[config.mk]
export PLATFORM = sky130hd
export DESIGN_NAME = imem_access_ctrl
export DESIGN_NICKNAME = d
export VERILOG_FILES = /design/src/rtl/imem_pkg.sv /design/src/rtl/rr_arb2.sv /design/src/rtl/imem_access_ctrl.sv
export SDC_FILE = /design/constraint.sdc
export NUM_CORES = 1
export LEC_CHECK = 0
export BUFFER_PORTS_ARGS = -buffer_cell sky130_fd_sc_hd__buf_2
export CORE_MARGIN = 3
export CORE_UTILIZATION = 50
export DETAILED_ROUTE_END_ITERATION = 6
export GPL_ROUTABILITY_DRIVEN = 0
export PLACE_DENSITY_LB_ADDON = 0.08
export SYNTH_ARGS = -nofsm -noshare
export SYNTH_HDL_FRONTEND = slang
export SYNTH_HIERARCHICAL = 1
export SYNTH_SLANG_ARGS = --single-unit
[constraint.sdc]
create_clock -name clk -period 2.18 [get_ports clk]
set_input_delay 0.218 -clock clk [delete_from_list [all_inputs] [get_ports clk]]
set_output_delay 0.218 -clock clk [all_outputs]
set_load 0.01 [all_outputs]
[src/rtl/imem_pkg.sv]
// Shared types and constants for the instruction-memory access controller.
// Holds the FSM state encoding, default geometry and the pc legality rule.
package imem_pkg;

  localparam int IMEM_ADDR_W     = 16;
  localparam int BYTES_PER_INSTR = 4;
  localparam logic [1:0] LAST_LANE = 2'(BYTES_PER_INSTR - 1);

  typedef enum logic [2:0] {
    S_IDLE   = 3'd0,
    S_RD     = 3'd1,
    S_RDLAST = 3'd2,
    S_WR     = 3'd3,
    S_ERR    = 3'd4
  } state_e;

  // A pc is unusable when it is not word aligned or lies beyond the memory.
  function automatic logic pc_is_bad(input logic [63:0] pc, input int unsigned addr_w);
    return (pc[1:0] != 2'b00) || ((pc >> addr_w) != 64'd0);
  endfunction

endpackage

[src/rtl/rr_arb2.sv]
// Two-way round-robin arbiter; bit 0 is the fetch port, bit 1 the loader.
// On a tie the requester that was not granted last wins; after reset the loader wins.
module rr_arb2 (
  input  logic       clk,
  input  logic       rst_n,
  input  logic [1:0] req,
  input  logic       advance,
  output logic [1:0] gnt
);

  logic last_q;

  always_comb begin
    gnt = 2'b00;
    case (req)
      2'b01:   gnt = 2'b01;
      2'b10:   gnt = 2'b10;
      2'b11:   gnt = last_q ? 2'b01 : 2'b10;
      default: gnt = 2'b00;
    endcase
  end

  // last_q = 1 means the loader (bit 1) holds the most recent grant.
  always_ff @(posedge clk or negedge rst_n) begin
    if (!rst_n) begin
      last_q <= 1'b0;
    end else if (advance && (gnt != 2'b00)) begin
      last_q <= gnt[1];
    end
  end

endmodule

[src/rtl/imem_access_ctrl.sv]
// Byte-wide instruction memory access controller: assembles 32-bit little-endian
// fetches from four byte reads and performs single-byte loader writes.
module imem_access_ctrl
  import imem_pkg::*;
#(
  parameter int ADDR_W = IMEM_ADDR_W,
  parameter int RD_LAT = 1
) (
  input  logic              clk,
  input  logic              rst_n,
  input  logic              fetch_req,
  input  logic [63:0]       fetch_pc,
  output logic              fetch_valid,
  output logic [31:0]       fetch_instr,
  output logic              fetch_err,
  input  logic              ld_req,
  input  logic [ADDR_W-1:0] ld_addr,
  input  logic [7:0]        ld_data,
  output logic              ld_ack,
  output logic [ADDR_W-1:0] mem_addr,
  output logic              mem_we,
  output logic [7:0]        mem_wdata,
  input  logic [7:0]        mem_rdata,
  output logic              busy,
  output logic [2:0]        dbg_state
);

  // Handshake: each requester holds its req high until its completion pulse
  // (fetch_valid / ld_ack); a request is accepted only in an IDLE cycle where
  // the arbiter grants it, and the controller samples the request payload then.

  localparam logic [1:0] RD_LAT_C = 2'(RD_LAT);

  state_e            state_q;
  logic [1:0]        cnt_q;
  logic [ADDR_W-1:0] mem_addr_q;
  logic              mem_we_q;
  logic [7:0]        mem_wdata_q;
  logic              fetch_valid_q;
  logic              fetch_err_q;
  logic              ld_ack_q;
  logic [31:0]       instr_q;
  logic [23:0]       buf_q;

  logic [1:0] gnt;
  logic       arb_advance;
  logic [1:0] rd_lane;

  assign arb_advance = (state_q == S_IDLE);
  // Read data trails the address by RD_LAT cycles, so lane = count - latency.
  assign rd_lane = cnt_q - RD_LAT_C;

  rr_arb2 u_arb (
    .clk     (clk),
    .rst_n   (rst_n),
    .req     ({ld_req, fetch_req}),
    .advance (arb_advance),
    .gnt     (gnt)
  );

  always_ff @(posedge clk or negedge rst_n) begin
    if (!rst_n) begin
      state_q       <= S_IDLE;
      cnt_q         <= 2'd0;
      mem_addr_q    <= '0;
      mem_we_q      <= 1'b0;
      mem_wdata_q   <= 8'd0;
      fetch_valid_q <= 1'b0;
      fetch_err_q   <= 1'b0;
      ld_ack_q      <= 1'b0;
      instr_q       <= 32'd0;
      buf_q         <= 24'd0;
    end else begin
      fetch_valid_q <= 1'b0;
      fetch_err_q   <= 1'b0;
      ld_ack_q      <= 1'b0;
      mem_we_q      <= 1'b0;
      mem_wdata_q   <= 8'd0;
      case (state_q)
        S_IDLE: begin
          cnt_q <= 2'd0;
          if (gnt[0]) begin
            if (pc_is_bad(fetch_pc, ADDR_W)) begin
              state_q       <= S_ERR;
              fetch_valid_q <= 1'b1;
              fetch_err_q   <= 1'b1;
              instr_q       <= 32'd0;
            end else begin
              state_q    <= S_RD;
              mem_addr_q <= fetch_pc[ADDR_W-1:0];
            end
          end else if (gnt[1]) begin
            state_q     <= S_WR;
            mem_we_q    <= 1'b1;
            mem_addr_q  <= ld_addr;
            mem_wdata_q <= ld_data;
            ld_ack_q    <= 1'b1;
          end
        end
        S_RD: begin
          if (cnt_q >= RD_LAT_C) begin
            case (rd_lane)
              2'd0:    buf_q[7:0]   <= mem_rdata;
              2'd1:    buf_q[15:8]  <= mem_rdata;
              2'd2:    buf_q[23:16] <= mem_rdata;
              default: ;
            endcase
          end
          if (cnt_q == LAST_LANE) begin
            state_q       <= S_RDLAST;
            fetch_valid_q <= 1'b1;
          end else begin
            cnt_q      <= cnt_q + 2'd1;
            mem_addr_q <= mem_addr_q + 1'b1;
          end
        end
        S_RDLAST: begin
          // The top byte arrives this cycle; keep the finished word for later.
          instr_q <= {mem_rdata, buf_q};
          cnt_q   <= 2'd0;
          state_q <= S_IDLE;
        end
        S_WR:    state_q <= S_IDLE;
        S_ERR:   state_q <= S_IDLE;
        default: state_q <= S_IDLE;
      endcase
    end
  end

  assign fetch_valid = fetch_valid_q;
  assign fetch_err   = fetch_err_q;
  // In RDLAST the last byte is forwarded straight from the memory so the
  // complete word is presented in the same cycle as fetch_valid.
  assign fetch_instr = (state_q == S_RDLAST) ? {mem_rdata, buf_q} : instr_q;
  assign ld_ack      = ld_ack_q;
  assign mem_addr    = mem_addr_q;
  assign mem_we      = mem_we_q;
  assign mem_wdata   = mem_wdata_q;
  assign busy        = (state_q != S_IDLE);
  assign dbg_state   = state_q;

endmodule
==> reports/results.txt <==
Status: finished clean
Total track usage: 0.236
Slew @ Worst Pin: 0.487 ns
Die width: 101 um
IO buf count: 163
Number of I/O pins: 164
Htree depth: 3
Largest net degree at the start of global routing: 47
Max capacitance violation total: 0
Clock sinks: 89
Drt total wl: 11800 um
Via Count: 3794
Synth Instances: 376
Post-layout nets: 652
Grt total ovfl: 0
Dpl ws: 0.0623 ns
Arrival @ worst endpoint: 1.87 ns
Post-synth EDFFs: 0
Mapped Avg Cell Area: 11.9 um2
Placed cell area: 5500 um2
Fin worst setup slack: 0.0963 ns
Cells along the critical path: nor2_1, and2_4, buf_12, mux2_2, buf_2
Final Util: 0.673
Fmax: 0.480 GHz
Root buffer cell: clkbuf_8
Setup bufs post-CTS: 0
First-pass GRT wire length: 18900 um
Worst min-delay path class: in -> reg
Synth Net Count: 482
CP Buf/Inv Count: 2
Final setup vio count: 0
CTS Buf Count: 9
Num rows: 33
Initial Utilization: 0.530
Final TNS setup: 0 ns
Vias in the first global route: 3905
WL/cell: 18.0 um
Dpl hpwl: 8750 um
CTS tree: yes
Clock slew seen by the registers of the worst setup and hold paths: 0.09 ns
Worst endpoint required time: 1.96 ns
Fillers: 697
Core ar.: 8460 um2
Min cycle time layout: 2.08 ns
Worst R2R Path Depth: 6
Type of origin of the critical path: flop
N_diodes: 0
Worst skew pair latency: 0.35 ns
Clock Skews: 0.0141 ns
CTS max path bufs: 2
Ys flop type: dfrtp_1
Die ar.: 10100 um2
Ys Warns: 6
Worst vdd ir: 0.675 mV
Initial antenna violation count: 0
Die Ht: 101 um
Cell Area, Synth: 4480 um2
Pwr dens: 1330 nW/um2
Yosys reg bits: 89
Hold slack: 0.0643 ns
Synth-to-layout area growth: 27.0%
Tcrit/Tclk final: 0.956
Post-route ant nets: 0
Post-synth cell types: 56
Async SR Flop Fraction: 1.00
Vias per cell: 5.78
DR pass1 iterations: 5
Crit. path cell count: 5
Number of DRC markers in iteration 0: 101
Seq/Total Area, Yosys: 0.497
Layout cells sized above 1: 0.494
LEAKAGE: 2.86 nW
CP top delay family: flip-flops
Unrepaired setup endpoints after global routing: no
Max-slew headroom: 0.673
Setup Crit Path Kind: reg -> out
Slew Limit Fails: 0
Final Hold Viols: 0
Max incr delay on CP: 0.42 ns
Critical-path top delay cell: dfrtp_1
Fin area: 5700 um2
Worst R2R Setup Slack: 0.27 ns
Crit Path Max Fanout: 30
# DRC: 0
CP endpoint kind: primary output
Hold path cells: 2
[registers in the layout, summed over array words and instances, names as in the netlist]
| name | cells |
|---|---|
| buf_q | 24 |
| u_arb/last_q | 1 |
| instr_q | 32 |
| cnt_q | 2 |
| fetch_err | 1 |
| fetch_valid | 1 |
| mem_wdata | 8 |
| dbg_state | 3 |
| ld_ack | 1 |
| mem_addr | 16 |
[Yosys cell counts (4+ instances only)]
master | number | area [um2]
o211ai_1 | 6 | 45.0
mux2i_1 | 7 | 70.1
inv_1 | 12 | 45.0
ha_1 | 6 | 75.1
buf_2 | 7 | 35.0
and2_1 | 11 | 68.8
nor2_1 | 9 | 33.8
a22o_1 | 32 | 280
nand3_1 | 5 | 25.0
dfrtp_1 | 89 | 2230
a21oi_1 | 7 | 35.0
mux2_2 | 65 | 732
nor4_1 | 13 | 81.3
o21ai_0 | 11 | 55.1
clkbuf_1 | 10 | 37.5
nand4_1 | 4 | 25.0
a22oi_1 | 6 | 45.0
nand2_1 | 18 | 67.6
[logic make-up after synthesis]
group / share of synthesized area
muxes: 0.181
DFF: 0.497
xor gates and xnor gates: 0.00195
and+or+nand+nor: 0.0910
AOI/OAI and AO/OA: 0.174
adders and majority gates: 0.0167
buffers and inverters: 0.0379
[power breakdown]
part,total [mW],internal (mW),switching [mW]
sequential,2.86,2.33,0.535
clock,1.05,0.452,0.601
combinational,3.67,1.78,1.89
[through the flow]
step | power [mW] | std cells
after global placement | 6.41 | 639
after global routing | 8.11 | 656
after CTS | 7.62 | 656
final | 7.58 | 656
after floorplan | 5.23 | 376
after detailed placement | 6.56 | 639
[area by class of cell]
type | count | area [um2] | share of cell area
multi-input cells | 251 | 2100 | 0.368
clock buffers | 11 | 141 | 0.0248
inverters | 14 | 52.6 | 0.00922
repair buffers | 181 | 1010 | 0.177
clock inverters | 5 | 40.0 | 0.00703
well taps | 105 | 131 | 0.0231
flip-flops and latches | 89 | 2230 | 0.391
[cell usage in the layout (no fill, tap or decap), drive strengths merged, types with 3 or more instances in the layout]
master / synthesis / layout
inv: 13 / 14
o22a: 3 / 3
nand3: 5 / 5
a221oi: 3 / 3
a2bb2oi: 4 / 4
nand4: 4 / 4
mux2i: 7 / 7
o21ai: 13 / 13
nor3: 3 / 3
and2: 11 / 11
nor4: 14 / 14
clkinvlp: 0 / 3
buf: 12 / 180
nand2: 18 / 18
nor2: 9 / 9
dfrtp: 89 / 89
o22ai: 3 / 3
a21oi: 7 / 7
a22oi: 7 / 7
mux2: 66 / 66
a21boi: 3 / 3
o211ai: 6 / 6
ha: 6 / 6
and3: 3 / 3
clkbuf: 10 / 11
a22o: 32 / 32
[worst reg2reg max path, stage by stage, from the launching register on]
cell,delay [ns]
dfrtp_1,0.39
inv_1,0.07
a21boi_2,0.31
buf_4,0.33
mux2_2,0.39
o21ai_0,0.20
a22oi_2,0.11
[path summary, 6_finish.rpt]
path / start / endpoint
worst max-delay path: dbg_state[2] / fetch_instr[17]
worst min-delay path: ld_data[3] / mem_wdata[3]
worst max register to register: u_arb/last_q / mem_addr[8]
worst min register to register: instr_q[15] / instr_q[15]
max in group asynchronous: rst_n / cnt_q[0]
min in group asynchronous: rst_n / instr_q[11]
[repair_timing]
| item | in CTS | in global routing |
|---|---|---|
| endpoints found under the hold margin | 17 | 0 |
| hold buffers | 1 | 0 |
| setup endpoints to repair | 0 | 31 |
| gates resized for setup | 0 | 2 |
[routing by layer]
metal  global-route usage  part of all wire  vias to the layer above
li1                     -                 -                     1767
met1                0.282              0.39                     1832
met2                0.427              0.53                      172
met3               0.0367             0.062                       23
met4               0.0829             0.019                        0
met5                    0                 0                        -
No activity file was read; power rests on OpenSTA's default activity.
